<file path="src/rtl/rx_timer_pkg.sv">
// Shared defaults and width helper for the receive bit-timing path.
package rx_timer_pkg;

  localparam int RX_CLKS_PER_BIT_DEF  = 8;
  localparam int RX_SAMPLE_PHASE_DEF  = 3;
  localparam int RX_BITS_PER_BYTE_DEF = 8;
  localparam int RX_STUFF_RUN_DEF     = 6;

  // Bits needed to hold values 0..n-1, never less than one bit.
  function automatic int rx_cnt_width(input int n);
    return (n < 2) ? 1 : $clog2(n);
  endfunction

endpackage

</file>
<file path="src/rtl/rx_phase_counter.sv">
// Resynchronising modulo-CLKS_PER_BIT phase counter: clear wins, enable advances, else hold.
module rx_phase_counter
  import rx_timer_pkg::*;
#(
  parameter int CLKS_PER_BIT = RX_CLKS_PER_BIT_DEF
) (
  input  logic                                 clk,
  input  logic                                 rst,
  input  logic                                 clear,
  input  logic                                 enable,
  output logic [rx_cnt_width(CLKS_PER_BIT)-1:0] phase
);

  localparam int            PW   = rx_cnt_width(CLKS_PER_BIT);
  localparam logic [PW-1:0] LAST = PW'(CLKS_PER_BIT - 1);

  logic [PW-1:0] phase_q;
  logic [PW-1:0] phase_d;

  always_comb begin
    phase_d = phase_q;
    if (clear) begin
      phase_d = '0;
    end else if (enable) begin
      phase_d = (phase_q == LAST) ? '0 : phase_q + 1'b1;
    end
  end

  always_ff @(posedge clk or posedge rst) begin
    if (rst) begin
      phase_q <= '0;
    end else begin
      phase_q <= phase_d;
    end
  end

  assign phase = phase_q;

endmodule

</file>
<file path="src/rtl/rx_bit_timer.sv">
// Receive bit timer: sample-point strobe, bit/byte counting, optional stuffed-bit removal.
// Optional feature macro: RX_BIT_STUFF_EN (stuffed-bit drop and stuff_err).
module rx_bit_timer
  import rx_timer_pkg::*;
#(
  parameter int CLKS_PER_BIT  = RX_CLKS_PER_BIT_DEF,
  parameter int SAMPLE_PHASE  = RX_SAMPLE_PHASE_DEF,
  parameter int BITS_PER_BYTE = RX_BITS_PER_BYTE_DEF,
  parameter int STUFF_RUN     = RX_STUFF_RUN_DEF
) (
  input  logic                                    clk,
  input  logic                                    rst,
  input  logic                                    d_edge,
  input  logic                                    rcving,
  input  logic                                    d_bit,
  output logic                                    shift_enable,
  output logic                                    byte_received,
  output logic [rx_cnt_width(BITS_PER_BYTE+1)-1:0] bit_count,
  output logic                                    stuff_err
);

  localparam int            PW         = rx_cnt_width(CLKS_PER_BIT);
  localparam int            CW         = rx_cnt_width(BITS_PER_BYTE + 1);
  localparam logic [PW-1:0] TICK_PHASE = PW'(SAMPLE_PHASE - 1);
  localparam logic [CW-1:0] LAST_BIT   = CW'(BITS_PER_BYTE - 1);

  generate
    if (CLKS_PER_BIT < 4 || CLKS_PER_BIT > 64) begin : g_bad_cpb
      $error("rx_bit_timer: CLKS_PER_BIT must be 4..64");
    end
    if (SAMPLE_PHASE < 1 || SAMPLE_PHASE > CLKS_PER_BIT - 1) begin : g_bad_sp
      $error("rx_bit_timer: SAMPLE_PHASE must be 1..CLKS_PER_BIT-1");
    end
    if (BITS_PER_BYTE < 2 || BITS_PER_BYTE > 16) begin : g_bad_bpb
      $error("rx_bit_timer: BITS_PER_BYTE must be 2..16");
    end
  endgenerate

  logic [PW-1:0] phase;
  logic          sample_tick;
  logic          stuff_hit;
  logic          accept;
  logic          shift_q, shift_d;
  logic          byte_q, byte_d;
  logic [CW-1:0] count_q, count_d;

  rx_phase_counter #(
    .CLKS_PER_BIT(CLKS_PER_BIT)
  ) u_phase (
    .clk   (clk),
    .rst   (rst),
    .clear (d_edge),
    .enable(rcving),
    .phase (phase)
  );

  // Next phase equals SAMPLE_PHASE exactly when the current phase is one below it.
  assign sample_tick = rcving && !d_edge && (phase == TICK_PHASE);

`ifdef RX_BIT_STUFF_EN
  localparam int            RW        = rx_cnt_width(STUFF_RUN + 1);
  localparam logic [RW-1:0] RUN_LIMIT = RW'(STUFF_RUN);

  logic [RW-1:0] ones_q, ones_d;
  logic          stuff_err_q, stuff_err_d;

  always_comb begin
    ones_d      = ones_q;
    stuff_hit   = 1'b0;
    stuff_err_d = 1'b0;
    if (!rcving) begin
      ones_d = '0;
    end else if (sample_tick) begin
      if (ones_q == RUN_LIMIT) begin
        stuff_hit   = 1'b1;
        ones_d      = '0;
        stuff_err_d = d_bit;
      end else if (d_bit) begin
        ones_d = ones_q + 1'b1;
      end else begin
        ones_d = '0;
      end
    end
  end

  always_ff @(posedge clk or posedge rst) begin
    if (rst) begin
      ones_q      <= '0;
      stuff_err_q <= 1'b0;
    end else begin
      ones_q      <= ones_d;
      stuff_err_q <= stuff_err_d;
    end
  end

  assign stuff_err = stuff_err_q;
`else
  logic unused_stuff_cfg;

  assign stuff_hit        = 1'b0;
  assign stuff_err        = 1'b0;
  assign unused_stuff_cfg = d_bit ^ STUFF_RUN[0];
`endif

  assign accept = sample_tick && !stuff_hit;

  // Counting follows the registered strobe so the byte pulse lands one cycle after the last shift.
  always_comb begin
    shift_d = accept;
    byte_d  = 1'b0;
    count_d = count_q;
    if (!rcving) begin
      count_d = '0;
    end else if (shift_q) begin
      if (count_q == LAST_BIT) begin
        count_d = '0;
        byte_d  = 1'b1;
      end else begin
        count_d = count_q + 1'b1;
      end
    end
  end

  always_ff @(posedge clk or posedge rst) begin
    if (rst) begin
      shift_q <= 1'b0;
      byte_q  <= 1'b0;
      count_q <= '0;
    end else begin
      shift_q <= shift_d;
      byte_q  <= byte_d;
      count_q <= count_d;
    end
  end

  assign shift_enable  = shift_q;
  assign byte_received = byte_q;
  assign bit_count     = count_q;

endmodule
</file>
<file path="config.mk">
export PLATFORM = sky130hd
export DESIGN_NAME = rx_bit_timer
export DESIGN_NICKNAME = d
export VERILOG_FILES = /design/src/rtl/rx_timer_pkg.sv /design/src/rtl/rx_phase_counter.sv /design/src/rtl/rx_bit_timer.sv
export SDC_FILE = /design/constraint.sdc
export NUM_CORES = 1
export LEC_CHECK = 0
export CORE_AREA = 2 2 39 41
export CTS_CLUSTER_SIZE = 24
export DETAILED_ROUTE_END_ITERATION = 8
export DIE_AREA = 0 0 41 43
export GPL_TIMING_DRIVEN = 0
export PLACE_DENSITY = 0.72
export SLEW_MARGIN = 40
export SYNTH_ARGS = -nofsm -noshare
export SYNTH_HDL_FRONTEND = slang
export SYNTH_HIERARCHICAL = 1
export SYNTH_SLANG_ARGS = --single-unit
</file>
<file path="constraint.sdc">
create_clock -name clk -period 1.8 [get_ports clk]
set_input_delay 0.18 -clock clk [delete_from_list [all_inputs] [get_ports clk]]
set_output_delay 0.18 -clock clk [all_outputs]
set_load 0.1 [all_outputs]
</file>
==> results of run 1 <==
-- cell usage after synthesis, drive strengths merged --
cell | number | area share, %
conb | 1 | 0.83
and3b | 1 | 1.9
a21boi | 1 | 1.7
buf | 1 | 1.7
mux2i | 4 | 8.8
o21a | 1 | 1.7
xor2 | 1 | 1.9
and4b | 1 | 2.2
dfrtp | 9 | 50
nand3 | 1 | 1.1
inv | 3 | 2.5
o311a | 1 | 2.5
nor2b | 1 | 1.4
nand2b | 2 | 2.8
a21oi | 1 | 1.9
nor2 | 4 | 3.3
or3b | 2 | 3.9
nand4 | 1 | 1.4
nand2 | 1 | 0.83
ha | 3 | 8.3
-- worst min-delay path by stage --
stage	start	end	slack, ps	cells past startpoint
4_1_cts	rst	u_phase/phase[0]	130	2
3_3_place_gp	rst	u_phase/phase[0]	400	2
6_report	rst	u_phase/phase[2]	110	2
2_1_floorplan	rst	u_phase/phase[0]	-70	1
5_1_grt	rst	u_phase/phase[0]	130	2
3_5_place_dp	rst	u_phase/phase[0]	410	2
-- state kept, by name (all words and copies together) (netlist names) --
register       flops
bit_count          4
u_phase/phase      3
byte_received      1
shift_enable       1
-- report_power, final --
part,switching [mW],internal [mW]
Clock,0.0736,0.0856
Combinational,0.0310,0.0171
Sequential,0.00458,0.207
-- cell type report --
type,count,area (um2)
Timing Repair Buffer,9,60.1
Buffer,1,7.51
Sequential cell,9,226
Multi-Input combinational cell,27,210
Clock buffer,4,26.3
Fill cell,140,822
Tap cell,16,20.0
Inverter,3,11.3
-- cells by family after synthesis --
logic type | Yosys count
AO/OA/AOI/OAI | 4
XOR/XNOR | 1
adder cells (fa/ha/maj) | 3
buffers and inverters | 4
flip-flops | 9
multiplexers | 4
other | 1
AND/OR/NAND/NOR | 14
-- metrics by stage --
stage / worst slack [ps] / total power [mW] / hold WS [ps] / instance area, um2 / setup TNS [ps]
floorplan: 2.43 / 0.248 / -66.4 / 455 / 0
detailed placement: 318 / 0.264 / 406 / 536 / 0
finish: 422 / 0.419 / 114 / 562 / 0
global placement: -3.44 / 0.264 / 396 / 566 / -3.44
global route: 373 / 0.437 / 134 / 562 / 0
CTS: 413 / 0.420 / 127 / 562 / 0
-- per-layer routing --
metal | routed length (um) | track usage (%)
met2 | 353 | 16.3
met4 | 22 | 8.00
met3 | 59 | 4.71
met5 | 0 | 0
met1 | 344 | 14.0
==> impl_metrics.tcl, run 1 <==
set metrics [dict create \
    status "finished clean" \
    cts_resized 0 \
    fin_crit_ps 1380 \
    io_buffers 9 \
    core-area_um2 1380 \
    routed_via_density 4.72 \
    fmax_ghz 0.726 \
    gr-total-overflow 0 \
    first_pass_iters 2 \
    synth_compound_area_share_pct 7.71 \
    antennaDiodeCount 0 \
    setup.worst_path.end_class "output pin" \
    grt_util_all_layers_pct 11.7 \
    synthAdderAreaFrac_pct 8.26 \
    dieArea_um2 1760 \
    r2r_setup_slack_ps 450 \
    clock_skew_ps 2.21 \
    hold_viol 0 \
    fin_cells 69 \
    syn_inst 40 \
    max_stage_delay_ps 470 \
    fp-row-count 14 \
    drive_above_1_share_pct 24.5 \
    wirelength_um 780 \
    die_x_um 41 \
    clk_pin_slew_ps 60 \
    post_cts_buffers 0 \
    crit_path_end "shift_enable" \
    insertion_delay_ps 260 \
    final-max-slew-violation-count 0 \
    cpLargestDelayFamily "buffers and inverters" \
    startpoint "shift_enable" \
    cts_max_level 1 \
    setup-violations-final 0 \
    crit_chain "buf_2" \
    worstPathArrival_ps 1200 \
    syn_area_per_cell_um2 11.4 \
    synth_top_family_by_area "simple AND/OR/NAND/NOR gates" \
    dp_cells 65 \
    r2r_start "u_phase/phase[0]" \
    power_leakage_nw 0.307 \
    clockRootBuffer "clkbuf_4" \
    nets 62 \
    maxCapViolCount 0 \
    cts_tree "built" \
    final_antenna_net_count 0 \
    start_kind "flop" \
    cp_data_required_time_ps 1620 \
    ys_seq_area_share_pct 49.6 \
    vias 326 \
    synth_cell_types 20 \
    synth_fp_nets 48 \
    first_iter_violations 2 \
    wl_per_cell_um 11.3 \
    cp_slowest_cell "buf_2" \
    synth_area_um2 454 \
    synth_xor_xnor_area_share_pct 1.93 \
    grt_pass1_wl_um 1340 \
    synth_warnings 6 \
    ctsHoldBuffers 0 \
    synth_seq_cells 9 \
    ir_worst_vdd_uv 426 \
    muxShareOfSynthArea_pct 8.82 \
    ios 12 \
    grt_start_max_net_pins 12 \
    cts-buffers-inserted 3 \
    rsz0062_at_grt "no" \
    worstPathMaxFanout 7 \
    reg2reg_depth 4 \
    globalplace.congestion 0.665 \
    final_cell_mix "8 x dfrtp_1, 6 x buf_2, 4 x mux2i_1, 4 x nor2_1" \
    clk_path_buf_depth 2 \
    drc 0 \
    rr_endpoint "u_phase/phase[0]" \
    post-route-util_pct 40.6 \
    dieHeight_um 43 \
    path_depth 1 \
    synthSimpleGateAreaFrac_pct 18.7 \
    period_share_pct 76.6 \
    grt_pass1_vias 331 \
    grt_antenna_before_repair 0 \
    cts_sinks 9 \
    powerDensity_nw_per_um2 745 \
    mostFrequentLayoutCell "dfrtp_1" \
    area_delta_synth_final_pct 23.7 \
    criticalPathCategory "flop to output pin" \
    hold_path.class "primary input to asynchronous set/reset pin" \
    crit_buf_inv 1 \
    start_util_pct 32.8 \
]
Power figures use the tool's default switching activity.
==> run 2: changes to the inputs <==
Clock period 1.8 ns to 1.4 ns, I/O delays scaled along.
==> run 2 against run 1 <==
Clock power increased by 23%. Core utilization increased by 1.1 points. Register-to-register slack got worse by 380 ps. Sequential share of layout area increased by 0.69 points. Die area unchanged. Critical path type is now flop to flop.
==> impl_metrics.tcl, run 2 (same netlist as run 1, synthesis figures left out) <==
set metrics [dict create \
    dpl.hpwl_um 595 \
    setup.worst_path.end_class "flop" \
    drc 0 \
    cp_data_required_time_ps 1590 \
    fin_cells 69 \
    startpoint "u_phase/phase[0]" \
    crit_path_end "u_phase/phase[0]" \
    drive_above_1_share_pct 35.8 \
    mostFrequentLayoutCell "buf_2" \
    clock_skew_ps 3.50 \
    gr-total-overflow 0 \
    criticalPathCategory "flop to flop" \
    r2r_setup_slack_ps 70 \
    globalplace.congestion 0.614 \
    maxCapViolCount 0 \
    grt_util_all_layers_pct 11.3 \
    nets 62 \
    rr_endpoint "u_phase/phase[0]" \
    final_antenna_net_count 0 \
    die_x_um 41 \
    clk_pin_slew_ps 60 \
    first_iter_violations 0 \
    tns_ps 0 \
    worstPathMaxFanout 4 \
    fmax_ghz 0.749 \
    dieHeight_um 43 \
    status "finished clean" \
    setup-violations-final 0 \
    wl_per_cell_um 11.0 \
    first_pass_iters 1 \
    io_buffers 9 \
    grt_pass1_wl_um 1240 \
    start_util_pct 32.8 \
    area_delta_synth_final_pct 27.0 \
    core-area_um2 1380 \
    largest_register_ffs 4 \
    fp-row-count 14 \
    hold_path.class "primary input to asynchronous set/reset pin" \
    post-route-util_pct 41.7 \
    insertion_delay_ps 250 \
    wirelength_um 757 \
    reg2reg_depth 4 \
    grt_start_max_net_pins 12 \
    grt_pass1_vias 301 \
    routed_via_density 4.80 \
    final-max-slew-violation-count 0 \
    final_cell_mix "6 x buf_2, 4 x mux2i_1, 4 x nor2_1, 4 x dfrtp_1" \
    antennaDiodeCount 0 \
    dp_cells 65 \
    clockRootBuffer "clkbuf_4" \
    vias 331 \
    fin_crit_ps 1330 \
    cts_max_level 1 \
    grt_antenna_before_repair 0 \
    powerDensity_nw_per_um2 920 \
    cts_tree "built" \
    post_cts_buffers 0 \
    r2r_start "u_phase/phase[0]" \
    dieArea_um2 1760 \
    power_leakage_nw 0.295 \
    hold_viol 0 \
    cts-buffers-inserted 3 \
    ios 12 \
    rsz0062_at_grt "no" \
    worstPathArrival_ps 1520 \
    nFillCells 149 \
    clk_path_buf_depth 2 \
    ir_worst_vdd_uv 361 \
    period_share_pct 95.3 \
    cts_sinks 9 \
    start_kind "flop" \
]
run 2: cell counts in the layout (fill, tap and decap cells not counted):
No cell type changed its count.
run 2: final cells by class:
cell class              instances  area (um2)  share of cell area [%]
well taps                      16        20.0                    3.47
plain buffers                   1        7.51                    1.30
inverters                       3        11.3                    1.95
multi-input cells              27         215                    37.3
clock buffers                   4        26.3                    4.56
repair buffers                  9        60.1                    10.4
flip-flops and latches          9         236                    41.0
run 2: how the worst min path moves through the flow:
stage | startpoint | endpoint | slack (ps) | cells past startpoint
detailed placement | rst | u_phase/phase[2] | 360 | 2
global placement | rst | u_phase/phase[0] | 360 | 2
floorplan | rst | u_phase/phase[0] | -110 | 1
CTS | rst | u_phase/phase[0] | 70 | 2
finish | rst | u_phase/phase[2] | 80 | 2
global route | rst | u_phase/phase[0] | 120 | 2
run 2: power by group:
part	total (mW)	internal, mW	leakage, nW	switching [mW]
Clock	0.195	0.110	0.0150	0.0859
Sequential	0.272	0.266	0.115	0.00602
Combinational	0.0630	0.0227	0.164	0.0403
run 2: through the flow:
step	hold slack, ps	setup slack, ps	instance area (um2)	power, mW
global placement	358	-302	578	0.340
detailed placement	358	-56.9	548	0.340
global route	120	9.52	577	0.565
floorplan	-106	2.32	468	0.319
finish	84.9	65.4	577	0.531
CTS	74.0	37.5	574	0.548
run 2: repair_timing:
action | in CTS | in global routing
endpoints found under the setup margin | 0 | 1
hold buffers | 0 | 0
gates resized for setup | 0 | 1
run 2: routing by layer:
| metal | vias up | part of all wire, % | track usage [%] |
|---|---|---|---|
| li1 | 164 | - | - |
| met1 | 158 | 41 | 12.3 |
| met2 | 9 | 52 | 16.6 |
| met3 | 0 | 6.5 | 4.71 |
| met4 | 0 | 0 | 8.00 |
| met5 | - | 0 | 0 |
run 2: critical path: stages, from the launching register on:
cell and delay, ps:
dfrtp_1 410, ha_2 190, ha_1 160, or3b_1 390, a21oi_2 120
==> run 3: changes to the inputs <==
Settings changed: CELL_PAD_IN_SITES_DETAIL_PLACEMENT set to 0, CELL_PAD_IN_SITES_GLOBAL_PLACEMENT set to 1, CORE_AREA 2 2 39 41 to unset, CORE_MARGIN set to 1, CORE_UTILIZATION set to 34, DIE_AREA 0 0 41 43 to unset, PLACE_DENSITY 0.72 to unset, PLACE_DENSITY_LB_ADDON set to 0.1.
==> run 3 against run 2 <==
Via count stayed put. Sequential power about the same. Cell count is 1.4% lower. Register-to-register slack worse by 20 ps. Worst setup slack worse by 23 ps. Sequential cell count unchanged. Clock power shrank 3%. Non-clock buffer count grew 1. Largest cell class unchanged. Highest routed layer is now met4.
==> impl_metrics.tcl, run 3 (same netlist as run 1, synthesis figures left out) <==
set metrics [dict create \
    cp_data_required_time_ps 1580 \
    cts_max_level 1 \
    cpLargestDelayFamily "flip-flops" \
    insertion_delay_ps 250 \
    worstPathArrival_ps 1540 \
    grt_util_all_layers_pct 14.5 \
    hold_viol 0 \
    io_buffers 9 \
    cp_slowest_cell "dfrtp_1" \
    routed_via_density 4.87 \
    area_delta_synth_final_pct 27.5 \
    maxCapViolCount 0 \
    cts_resized 0 \
    clock_skew_ps 2.76 \
    setup-violations-final 0 \
    start_kind "flop" \
    clk_path_buf_depth 2 \
    nFillCells 114 \
    powerDensity_nw_per_um2 910 \
    gr-total-overflow 0 \
    status "finished clean" \
    power_leakage_nw 0.302 \
    cpMostUsedCell "ha_1" \
    cts_sinks 9 \
    hold_path.class "primary input to asynchronous set/reset pin" \
    rr_endpoint "u_phase/phase[0]" \
    antennaDiodeCount 0 \
    reg2reg_depth 4 \
    startpoint "u_phase/phase[0]" \
    die_x_um 38.6 \
    drive_above_1_share_pct 35.2 \
    tns_ps 0 \
    first_iter_violations 2 \
    grt_pass1_wl_um 1310 \
    fin_crit_ps 1360 \
    worstPathMaxFanout 3 \
    mostFrequentLayoutCell "buf_2" \
    nets 63 \
    crit_buf_inv 0 \
    final_antenna_net_count 0 \
    ir_worst_vdd_uv 434 \
    largest_register_ffs 4 \
    vias 331 \
    wirelength_um 846 \
    pre_cts_ws_ps -59.8 \
    setup_ws_ps 42.4 \
    drc 0 \
    dieHeight_um 38.6 \
    globalplace.congestion 0.709 \
    fp-row-count 12 \
    period_share_pct 97.0 \
    max_stage_delay_ps 390 \
    grt_antenna_before_repair 0 \
    ios 12 \
    clockRootBuffer "clkbuf_4" \
    ctsHoldBuffers 0 \
    core-area_um2 1170 \
    r2r_start "u_phase/phase[0]" \
    wl_per_cell_um 12.4 \
    grt_start_max_net_pins 12 \
    first_pass_iters 2 \
    start_util_pct 38.8 \
    dpl.hpwl_um 645 \
    crit_chain "ha_1 > ha_1 > or3b_1 > a21oi_2" \
    final_cell_mix "6 x buf_2, 4 x mux2i_1, 4 x nor2_1, 4 x dfrtp_1" \
    cts_tree "built" \
    dieArea_um2 1490 \
    cts-buffers-inserted 3 \
    grt_pass1_vias 319 \
    final-max-slew-violation-count 0 \
    clk_pin_slew_ps 50 \
    fmax_ghz 0.737 \
    setup.worst_path.end_class "flop" \
    criticalPathCategory "flop to flop" \
    r2r_setup_slack_ps 40 \
]
## run 3: routing by layer
metal  GRT usage (%)  up-vias  wire, um
met2            23.3       10       423
li1                -      162         -
met5               0        -         0
met3            8.72        4        54
met1            14.3      155       350
met4            7.76        0        17
## run 3: stage by stage
stage | instance area, um2 | hold slack [ps] | utilization [%] | power (mW) | std cells
3_3_place_gp | 576 | 335 | 49.1 | 0.339 | 63
5_1_grt | 579 | 80.5 | 49.5 | 0.559 | 68
4_1_cts | 572 | 67.8 | 48.8 | 0.536 | 67
2_1_floorplan | 468 | -106 | - | 0.319 | 40
6_report | 579 | 73.5 | 49.5 | 0.527 | 68
3_5_place_dp | 546 | 346 | 46.6 | 0.340 | 63
## run 3: worst max path at each step
stage,end,cells after the start,slack (ps)
finish,u_phase/phase[0],4,40
detailed placement,u_phase/phase[0],3,-60
global placement,shift_enable,1,-300
floorplan,bit_count[3],3,2
CTS,u_phase/phase[0],4,30
global route,u_phase/phase[0],4,-8
## run 3: power by group
| part | internal (mW) | switching [mW] | total, mW |
|---|---|---|---|
| Clock | 0.109 | 0.0808 | 0.190 |
| Combinational | 0.0245 | 0.0408 | 0.0653 |
| Sequential | 0.266 | 0.00570 | 0.272 |
## run 3: worst reg2reg max path, stage by stage, from the launching register on
cell,delay [ps]
dfrtp_1,390
ha_1,210
ha_1,170
or3b_1,360
a21oi_2,150
## run 3: final cells by class
type	instances	area, um2	area share, %
buffer	1	7.51	1.30
clock buffer	4	26.3	4.54
inverter	3	11.3	1.94
multi-input combinational	27	213	36.7
sequential	9	236	40.8
tap	14	17.5	3.02
timing repair buffer	10	67.6	11.7
## run 3: timing repair
| item | in CTS | in global routing |
|---|---|---|
| endpoints found under the setup margin | 0 | 1 |
| buffers inserted | 0 | 1 |
| endpoints found under the hold margin | 0 | 0 |
==> patch (flow settings as in run 2) <==
Add a define of `RX_BIT_STUFF_EN`.
--- a/src/rtl/rx_bit_timer.sv
+++ b/src/rtl/rx_bit_timer.sv
@@ -1,5 +1,7 @@
 // Receive bit timer: sample-point strobe, bit/byte counting, optional stuffed-bit removal.
 // Optional feature macro: RX_BIT_STUFF_EN (stuffed-bit drop and stuff_err).
+`define RX_BIT_STUFF_EN
+
 module rx_bit_timer
   import rx_timer_pkg::*;
 #(
Function: same outputs for any inputs over 10 cycles, from zero or initial values and one cycle with rst high; that may be too few to reach the edited logic, so the function may still have changed.
==> patch against run 2 <==
Worst hold slack got worse by 0.026 ns. Routed wire length increased by 52%. Total power increased by 30%. Largest cell class unchanged. Largest power group unchanged. Combinational power increased by 15%. Synthesized area increased by 45%. Clock skew decreased by 0.0022 ns. Worst setup slack got worse by 0.021 ns. Sequential share of layout area decreased by 0.24 points. Sequential cell count increased by 4. Design area increased by 43%.
==> patch: results (changes against run 2) <==
Parameter                              Value

Timing
  Final worst path period share    96.9% (was 95.3%)
  Slew at the pin closest to its max-slew limit    0.487 ns
  Worst hold slack across all endpoints    0.0590 ns (was 0.0849 ns)
  Clock skew after layout    0.00126 ns (was 0.00350 ns)
  Setup violators final    0 (unchanged)

Logic synthesis
  Synth top cells by count    dfrtp_1, ha_1, nand2_1, nor2_1, inv_1 (was dfrtp_1, mux2i_1, nor2_1)
  Top cells by area, synth    dfrtp_1, ha_1, mux2i_1 (was dfrtp_1, mux2i_1, ha_1)
  Fraction of post-synthesis cell area in the top cell type by area    49.4% (was 49.6%)
  Synthesized net count    72 (was 48)
  Proportion of register bits with asynchronous set or reset after synthesis    100% (unchanged)
  Synthesis Warnings    6 (unchanged)
  Number of different library cells in the post-synthesis netlist    23 (was 20)
  Mean cell area of the mapped netlist    10.6 sq um (was 11.4 sq um)
  Seq/Total Area, Yosys    49.4% (was 49.6%)

Routing
  DR pass1 iterations    4 (was 1)
  DRC violation total after the first TritonRoute iteration    4 (was 0)
  Via count    498 (was 331)
  Routed wire length per instance    12.1 microns (was 11.0 microns)
  Via count normalized by instance count    5.24 (was 4.80)

Critical path
  Launch point of the worst reg-to-reg path    u_phase/phase[0] (unchanged)
  RR Endpoint    u_phase/phase[0] (unchanged)
  Maximum cell stage delay along the critical path    0.44 ns (was 0.41 ns)
  Worst setup slack for register-to-register paths    0.04 ns (was 0.07 ns)
  Arrival @ worst endpoint    1.56 ns (was 1.52 ns)
  Count of cells along the worst register-to-register path    4 (unchanged)
  Slowest CP cell    dfrtp_1 (unchanged)
  Worst-path fanout max    5 (was 4)

Global routing
  Initial antenna violation count    0 (unchanged)
  Maximum number of pins on one net before global-route repair    13 (was 12)
  GRT Overall Usage    16.7% (was 11.3%)
  First-pass GRT wire length    2.01 mm (was 1.24 mm)
  Number of global-route vias before repair    475 (was 301)

Outcome
  Result of the run    finished clean (unchanged)

Clock tree
  Max Buffers Root-to-Sink    2 (unchanged)
  Number of levels the H-tree was split into    1 (unchanged)
  Root buffer cell    clkbuf_4 (unchanged)
  Later-pin clock latency in the skew report    0.27 ns (was 0.25 ns)
  Reg clk slew, reported paths    0.08 ns (was 0.06 ns)
  Clock buffers created by TritonCTS    3 (unchanged)

Power and ir drop
  Max IR drop VDD    0.599 mV (was 0.361 mV)
  Static Leak    0.000388 uW (was 0.000295 uW)

Layout
  Number of diodes added for antenna fixing    0 (unchanged)
  Layout Nets    90 (was 62)
  Share of post-route cells with drive strength above 1    30.4% (was 35.8%)
  Max reg flops    4 (unchanged)

Placed design
  Dpl cells    89 (was 65)
  Port Buffers    11 (was 9)
  Weighted congestion at the end of routability-driven global placement    0.730 (was 0.614)
  Post-Place Worst Slack    -0.226 ns (was -0.0569 ns)
  DP Wirelength    877 microns (was 595 microns)

Hold path
  Hold WC Path Type    input pin to asynchronous set/reset pin (unchanged)
## patch: final cells by class
| type | instances | area (sq um) |
|---|---|---|
| well taps | 16 | 20.0 |
| multi-input cells | 45 | 335 |
| inverters | 4 | 15.0 |
| repair buffers | 13 | 92.6 |
| fillers | 123 | 558 |
| flip-flops and latches | 13 | 337 |
| clock buffers | 4 | 26.3 |
## patch: worst max-delay path by stage
stage / from / end
after floorplan: bit_count[0] / bit_count[3]
after global placement: bit_count[0] / bit_count[0]
after detailed placement: d_edge / ones_q[1]
after CTS: u_phase/phase[0] / u_phase/phase[0]
after global routing: u_phase/phase[0] / u_phase/phase[0]
final: u_phase/phase[0] / u_phase/phase[0]
## patch: cells by family (layout without fill, tap and decap cells)
logic type	Yosys count	count (layout)	share of synthesized area, %
xor+xnor	1	1	1.33
compound gates	9	9	8.55
flops	13	13	49.4
mux	3	3	4.56
fa+ha+maj	5	5	9.51
buf+inv	4	21	2.28
simple gates	27	27	24.3
## patch: critical path, delay by kind of cell (launching register included)
kind / cells / cell delay (ns)
flip-flops: 1 / 0.44
AND/OR/NAND/NOR: 1 / 0.37
adder cells (fa/ha/maj): 2 / 0.36
AO/OA/AOI/OAI: 1 / 0.12
## patch: stage by stage
| stage | cell area (sq um) | utilization, % |
|---|---|---|
| 2_1_floorplan | 682 | - |
| 3_3_place_gp | 812 | 58.7 |
| 3_5_place_dp | 777 | 56.1 |
| 4_1_cts | 803 | 58.0 |
| 5_1_grt | 826 | 59.7 |
| 6_report | 826 | 59.7 |
## patch: power by group
part	switching [uW]	internal, uW	leakage [uW]	total [uW]
Clock	116	110	0.0000150	226
Combinational	39.7	32.6	0.000202	72.3
Sequential	8.64	382	0.000171	390
## patch: what timing repair did
action	in CTS	in global routing
resized for setup	0	4
buffers inserted	0	2
endpoints found under the setup margin	0	3
## patch: layer usage
layer	global-route usage (%)	up-vias	share of wire (%)
met3	3.14	2	2.8
met5	0	-	0
met2	26.3	9	50
li1	-	251	-
met1	22.0	236	46
met4	6.00	0	1.1
